==> src/rtl/pla_sex_pkg.sv <==
// -----------------------------------------------------------------------------
// pla_sex_pkg
// Shared definitions for the pla__sex stimulus sequencer:
//   N_IN / N_OUT      PLA input and output widths
//   seq_state_t       sequencer FSM states
//   MISR_*_DEF        default MISR taps and seed
//   misr_step()       one MISR fold of a 14-bit PLA response
// -----------------------------------------------------------------------------
package pla_sex_pkg;

    localparam int N_IN  = 9;
    localparam int N_OUT = 14;

    typedef enum logic [1:0] {
        IDLE  = 2'd0,
        SWEEP = 2'd1,
        DONE  = 2'd2
    } seq_state_t;

    localparam logic [N_OUT-1:0] MISR_POLY_DEF = 14'h0443;
    localparam logic [N_OUT-1:0] MISR_SEED_DEF = 14'h0001;

    // Shift left, apply the feedback taps when the MSB falls out, fold in z.
    function automatic logic [N_OUT-1:0] misr_step(
        input logic [N_OUT-1:0] sig,
        input logic [N_OUT-1:0] z,
        input logic [N_OUT-1:0] poly
    );
        logic [N_OUT-1:0] fb;
        fb = sig[N_OUT-1] ? poly : {N_OUT{1'b0}};
        return {sig[N_OUT-2:0], 1'b0} ^ fb ^ z;
    endfunction

endpackage

==> src/rtl/pla_sex_vec_fifo.sv <==
// -----------------------------------------------------------------------------
// pla_sex_vec_fifo
// Synchronous FIFO_DEPTH x N_IN vector buffer with registered full/empty.
//   clk, rst     clock, asynchronous active-high reset (flushes the FIFO)
//   wr_en        push request, accepted only when not full
//   wr_data      vector to push
//   rd_en        pop request, honoured only when not empty
//   rd_data      head entry (valid while empty = 0)
//   full, empty  registered status flags
// Pointers carry one extra wrap bit: equal pointers mean empty, pointers that
// differ only in the wrap bit mean full.
// -----------------------------------------------------------------------------
module pla_sex_vec_fifo
    import pla_sex_pkg::*;
#(
    parameter int FIFO_DEPTH = 4
) (
    input  logic            clk,
    input  logic            rst,
    input  logic            wr_en,
    input  logic [N_IN-1:0] wr_data,
    input  logic            rd_en,
    output logic [N_IN-1:0] rd_data,
    output logic            full,
    output logic            empty
);

    localparam int AW = $clog2(FIFO_DEPTH);
    localparam logic [AW:0] PTR_ONE = {{AW{1'b0}}, 1'b1};

    logic [N_IN-1:0] mem_r [FIFO_DEPTH];
    logic [AW:0]     wr_ptr_r;
    logic [AW:0]     rd_ptr_r;
    logic [AW:0]     wr_ptr_s;
    logic [AW:0]     rd_ptr_s;
    logic            full_r;
    logic            empty_r;
    logic            push_s;
    logic            pop_s;
    logic            full_s;
    logic            empty_s;

    // Handshake qualification and next-pointer / next-flag computation.
    always_comb begin
        push_s = wr_en & ~full_r;
        pop_s  = rd_en & ~empty_r;
        if (push_s) begin
            wr_ptr_s = wr_ptr_r + PTR_ONE;
        end else begin
            wr_ptr_s = wr_ptr_r;
        end
        if (pop_s) begin
            rd_ptr_s = rd_ptr_r + PTR_ONE;
        end else begin
            rd_ptr_s = rd_ptr_r;
        end
        full_s  = (wr_ptr_s[AW] != rd_ptr_s[AW]) &&
                  (wr_ptr_s[AW-1:0] == rd_ptr_s[AW-1:0]);
        empty_s = (wr_ptr_s == rd_ptr_s);
    end

    // Pointer and flag registers; full reads 1 during reset so nothing is
    // accepted until the first clock edge after release.
    always_ff @(posedge clk or posedge rst) begin
        if (rst) begin
            wr_ptr_r <= {(AW+1){1'b0}};
            rd_ptr_r <= {(AW+1){1'b0}};
            full_r   <= 1'b1;
            empty_r  <= 1'b1;
        end else begin
            wr_ptr_r <= wr_ptr_s;
            rd_ptr_r <= rd_ptr_s;
            full_r   <= full_s;
            empty_r  <= empty_s;
        end
    end

    // Storage array; contents are don't-care until written.
    always_ff @(posedge clk) begin
        if (push_s) begin
            mem_r[wr_ptr_r[AW-1:0]] <= wr_data;
        end
    end

    assign rd_data = mem_r[rd_ptr_r[AW-1:0]];
    assign full    = full_r;
    assign empty   = empty_r;

endmodule

==> src/rtl/pla_sex_stim_sequencer.sv <==
// -----------------------------------------------------------------------------
// pla_sex_stim_sequencer
// Drives the 9 pla__sex inputs either from a buffered valid/ready vector
// stream (IDLE) or from a self-test counter 0..SWEEP_LAST (SWEEP), folding the
// PLA response into a MISR signature during the sweep.
//   clk, rst        clock, asynchronous active-high reset
//   in_valid/ready  vector stream handshake (ready = FIFO not full)
//   in_vec          vector, in_vec[i] -> xi
//   start_sweep     pulse, honoured only in IDLE
//   x0..x8          registered PLA inputs
//   vec_valid       x0..x8 carry a new vector this cycle
//   z_in            PLA response, z_in[0] = z00
//   busy            sequencer not IDLE
//   sweep_done      one-cycle pulse after the last sweep vector
//   signature       MISR value, held after DONE until the next sweep
// -----------------------------------------------------------------------------
module pla_sex_stim_sequencer
    import pla_sex_pkg::*;
#(
    parameter int               FIFO_DEPTH = 4,
    parameter logic [N_IN-1:0]  SWEEP_LAST = 9'd511,
    parameter logic [N_OUT-1:0] MISR_POLY  = MISR_POLY_DEF,
    parameter logic [N_OUT-1:0] MISR_SEED  = MISR_SEED_DEF
) (
    input  logic             clk,
    input  logic             rst,
    input  logic             in_valid,
    output logic             in_ready,
    input  logic [N_IN-1:0]  in_vec,
    input  logic             start_sweep,
    output logic             x0,
    output logic             x1,
    output logic             x2,
    output logic             x3,
    output logic             x4,
    output logic             x5,
    output logic             x6,
    output logic             x7,
    output logic             x8,
    output logic             vec_valid,
    input  logic [N_OUT-1:0] z_in,
    output logic             busy,
    output logic             sweep_done,
    output logic [N_OUT-1:0] signature
);

    seq_state_t       state_r;
    logic [N_IN-1:0]  cnt_r;
    logic [N_IN-1:0]  x_r;
    logic             vec_valid_r;
    logic             busy_r;
    logic             sweep_done_r;
    logic [N_OUT-1:0] sig_r;

    logic [N_IN-1:0]  fifo_data_s;
    logic             fifo_full_s;
    logic             fifo_empty_s;
    logic             pop_s;

    pla_sex_vec_fifo #(
        .FIFO_DEPTH (FIFO_DEPTH)
    ) u_fifo (
        .clk     (clk),
        .rst     (rst),
        .wr_en   (in_valid),
        .wr_data (in_vec),
        .rd_en   (pop_s),
        .rd_data (fifo_data_s),
        .full    (fifo_full_s),
        .empty   (fifo_empty_s)
    );

    // Pop only in IDLE, and never on the edge that starts a sweep.
    always_comb begin
        if ((state_r == IDLE) && !start_sweep && !fifo_empty_s) begin
            pop_s = 1'b1;
        end else begin
            pop_s = 1'b0;
        end
    end

    // Sequencer FSM, sweep counter, registered PLA inputs and MISR.
    // In SWEEP x always equals cnt. The edge retiring the last vector moves
    // to DONE without folding, so a sweep of N vectors folds N-1 responses.
    always_ff @(posedge clk or posedge rst) begin
        if (rst) begin
            state_r      <= IDLE;
            cnt_r        <= 9'd0;
            x_r          <= 9'd0;
            vec_valid_r  <= 1'b0;
            busy_r       <= 1'b0;
            sweep_done_r <= 1'b0;
            sig_r        <= 14'h0000;
        end else begin
            case (state_r)
                IDLE: begin
                    sweep_done_r <= 1'b0;
                    if (start_sweep) begin
                        state_r     <= SWEEP;
                        cnt_r       <= 9'd0;
                        x_r         <= 9'd0;
                        vec_valid_r <= 1'b1;
                        busy_r      <= 1'b1;
                        sig_r       <= MISR_SEED;
                    end else if (pop_s) begin
                        x_r         <= fifo_data_s;
                        vec_valid_r <= 1'b1;
                    end else begin
                        vec_valid_r <= 1'b0;
                    end
                end
                SWEEP: begin
                    if (cnt_r == SWEEP_LAST) begin
                        state_r      <= DONE;
                        vec_valid_r  <= 1'b0;
                        sweep_done_r <= 1'b1;
                    end else begin
                        sig_r       <= misr_step(sig_r, z_in, MISR_POLY);
                        cnt_r       <= cnt_r + 9'd1;
                        x_r         <= cnt_r + 9'd1;
                        vec_valid_r <= 1'b1;
                    end
                end
                DONE: begin
                    state_r      <= IDLE;
                    vec_valid_r  <= 1'b0;
                    busy_r       <= 1'b0;
                    sweep_done_r <= 1'b0;
                end
                default: begin
                    state_r      <= IDLE;
                    vec_valid_r  <= 1'b0;
                    busy_r       <= 1'b0;
                    sweep_done_r <= 1'b0;
                end
            endcase
        end
    end

    assign in_ready   = ~fifo_full_s;
    assign x0         = x_r[0];
    assign x1         = x_r[1];
    assign x2         = x_r[2];
    assign x3         = x_r[3];
    assign x4         = x_r[4];
    assign x5         = x_r[5];
    assign x6         = x_r[6];
    assign x7         = x_r[7];
    assign x8         = x_r[8];
    assign vec_valid  = vec_valid_r;
    assign busy       = busy_r;
    assign sweep_done = sweep_done_r;
    assign signature  = sig_r;

endmodule
==> config.mk <==
export PLATFORM = sky130hd
export DESIGN_NAME = pla_sex_stim_sequencer
export DESIGN_NICKNAME = d
export VERILOG_FILES = /design/src/rtl/pla_sex_pkg.sv /design/src/rtl/pla_sex_vec_fifo.sv /design/src/rtl/pla_sex_stim_sequencer.sv
export SDC_FILE = /design/constraint.sdc
export NUM_CORES = 1
export LEC_CHECK = 0
export ABC_AREA = 1
export CAP_MARGIN = 20
export CORE_ASPECT_RATIO = 1.4
export CORE_UTILIZATION = 49
export DETAILED_ROUTE_END_ITERATION = 16
export PLACE_DENSITY = 0.73
export REMOVE_ABC_BUFFERS = 1
export SLEW_MARGIN = 15
export SYNTH_ARGS = -nofsm -noshare
export SYNTH_HDL_FRONTEND = slang
export SYNTH_SLANG_ARGS = --single-unit
==> constraint.sdc <==
create_clock -name clk -period 1.88 [get_ports clk]
set_input_delay 0.564 -clock clk [delete_from_list [all_inputs] [get_ports clk]]
set_output_delay 0.564 -clock clk [all_outputs]
set_load 0.005 [all_outputs]
==> reports/results.txt <==
status -> finished clean
Syn. warnings -> 0
syn_area_per_cell -> 9.72 um^2
Critical Path Max Stage Delay -> 360 ps
NumNets Final -> 501
initial antenna violation count -> 0
DRT iter0 DRCs -> 152
Reg2Reg Launch Point -> cnt_r[1]
Static Leak -> 2.15 nW
Final Wtd Congestion -> 0.808
port buffer count -> 53
WP data arrival -> 2070 ps
total track usage -> 20.1%
post-layout min period -> 1830 ps
DR vias/cell -> 4.91
area of the die -> 7890 um^2
CP max stage cell -> dfrtp_1
Root Driver -> clkbuf_8
commonest non-fill, non-tap cell in the layout -> nand2_1
die width -> 75.4 um
Yosys top cell area share -> 29.3%
Worst-Skew Late Latency -> 350 ps
mapped cell area -> 3690 um^2
Post-synth EDFFs -> 36
WS Path Type -> reg -> reg
critical path buffer and inverter count -> 2
DRC -> 0
total wire length -> 7.48 mm
hold_sp -> cnt_r[8]
Worst slew margin -> 68.6%
routed len/inst -> 13.1 um
maximum vdd drop -> 0.730 mV
area delta synth->final -> 32.3%
largest area contributor in the netlist -> edfxtp_1
Top FF cell, synth -> dfrtp_1
total number of vias -> 2795
startpoint types -> register
CTS Sinks -> 81
CTS tree -> built
CP required -> 2120 ps
f_max -> 547 MHz
Clock Path Buffers -> 2
total power draw -> 5.25 mW
I/O Pins -> 54
Seq/Total Area, Yosys -> 59.8%
count of different cell masters after synthesis -> 31
clk_skew -> 5.01 ps
Worst-Margin Slew -> 467 ps
peak fanout along the critical path -> 7
final hold viol count -> 0
layout cells sized above 1 -> 17.2%
Chip Height -> 105 um
Rows -> 37
vias in the first global route -> 2727
Worst Setup End Kind -> register
largest cells by area after synthesis -> edfxtp_1 29%, dfrtp_1 29%, nand2_1 10%, nor2_1 5.5%, o21ai_0 4.2%
final period utilization -> 97.2%
Reg clk slew, reported paths -> 80 ps
Final Non-Filler Cells -> 569
initial core utilization -> 50.5%
CTS Buf Count -> 9
synthesized instance count -> 380
crit-path cells -> ha_2 -> nand2_2 -> nor2_2 -> nand4_1 -> nor2_2 -> ha_2 -> inv_2 -> nand2_4 -> nand2_8 -> buf_6 -> nand2_2 -> o21ai_1
CP Launch Point -> cnt_r[1]
detailed placement HPWL -> 5.04 mm
Final setup viols -> 0
first-pass GRT wire length -> 11.9 mm
Pwr Density -> 1080 nW/um^2
grt ovf -> 0
Yosys reg bits -> 81
RSZ-0062 raised after global routing -> yes
fill count -> 617
DR pass1 iterations -> 4
Synth async-reset ratio -> 55.6%
Post-DRT Antenna Nets -> 0
Max H-tree Level -> 3
most frequent cells in the layout -> 93 x nand2_1, 52 x nor2_1, 48 x clkdlybuf4s50_1, 43 x dfrtp_1, 36 x edfxtp_1
area of the core -> 7310 um^2
max cap viols -> 0
HP Class -> reg -> reg
Cells after DPL -> 543
largest net degree at the start of global routing -> 46
ANT cells -> 0
CP delay by family, top -> simple AND/OR/NAND/NOR gates
fin. max-slew vios -> 0
[tightest hold or removal path, cell delays in order, from the launching register on]
cell and delay, ps:
dfrtp_1 370, nand2_1 60, nand2_1 40
[report_power, final]
part	switching [mW]	total, mW	internal, mW
Combinational	0.644	1.41	0.766
Sequential	0.195	2.43	2.24
Clock	0.650	1.41	0.760
Total	1.49	5.25	3.76
[stage by stage]
step | setup TNS (ps) | utilization [%] | setup slack (ps) | area [um^2] | hold slack (ps)
after floorplan | -174 | - | -58.1 | 3620 | 448
after global placement | -401 | 61.3 | -34.6 | 4480 | 470
after detailed placement | -2230 | 61.3 | -114 | 4480 | 475
after CTS | -1.03 | 65.0 | -1.00 | 4750 | 497
after global routing | -1010 | 66.8 | -84.7 | 4890 | 514
final | 0 | 66.8 | 52.6 | 4890 | 496
[path summary, 6_finish.rpt]
check                           slack (ps)  depth (start not counted)           to
worst max-delay path                    50                         12     cnt_r[7]
worst min register to register         500                          2     cnt_r[8]
worst max register to register          50                         12     cnt_r[7]
max in group asynchronous             1070                          3  u_fifo.full
worst min-delay path                   500                          2     cnt_r[8]
min in group asynchronous              550                          3   sweep_done
[synthesized netlist by cell type (2+ instances only)]
library cell  number
buf_6              2
nor2_1            54
ha_1               7
a21oi_1            8
nor2_2             2
dfrtp_1           43
edfxtp_1          36
buf_2              7
inv_1             28
o22ai_1            3
nand2_4            2
nand4_1            4
o31ai_1            9
xnor2_1           12
xor2_1             5
nand2_1           99
dfstp_2            2
nand3_1           14
o21ai_0           31
[timing repair]
action                     CTS  global route
setup buffers                2             6
pin swaps                    4            10
setup endpoints to repair   31            40
gates cloned                 0             2
hold endpoints to repair     0             0
hold buffers                 0             0
gates resized for setup     12            25
[state kept, by name, indices dropped and copies added, names as in the netlist]
name             count
u_fifo.mem_r        36
signature           14
cnt_r                9
x_r                  9
u_fifo.rd_ptr_r      3
u_fifo.wr_ptr_r      3
state_r              2
busy                 1
sweep_done           1
u_fifo.empty         1
u_fifo.full          1
vec_valid            1
[cell type report]
class | instances | area [um^2] | area share, %
repair inverters | 1 | 16.3 | 0.333
multi-input cells | 257 | 1350 | 27.7
flip-flops and latches | 81 | 2210 | 45.2
clock buffers | 9 | 124 | 2.54
well taps | 97 | 121 | 2.48
clock inverters | 7 | 103 | 2.10
repair buffers | 86 | 817 | 16.7
inverters | 31 | 143 | 2.92
[kinds of logic after synthesis]
group	count (synthesis)	synth area share (%)
and+or+nand+nor	180	20.6
AOI/OAI and AO/OA	53	8.06
adders and majority gates	7	2.37
buffers and inverters	42	5.15
DFF	81	59.8
xor gates and xnor gates	17	4.03
[per-layer routing]
metal | global-route usage, % | share of wire (%) | wire length [um] | vias up
li1 | - | - | - | 1423
met1 | 22.9 | 40 | 2950 | 1301
met2 | 35.2 | 55 | 4090 | 63
met3 | 4.34 | 4.6 | 346 | 8
met4 | 8.60 | 1.1 | 82 | 0
met5 | 0 | 0 | 0 | -
(Power assumes the default switching activity.)
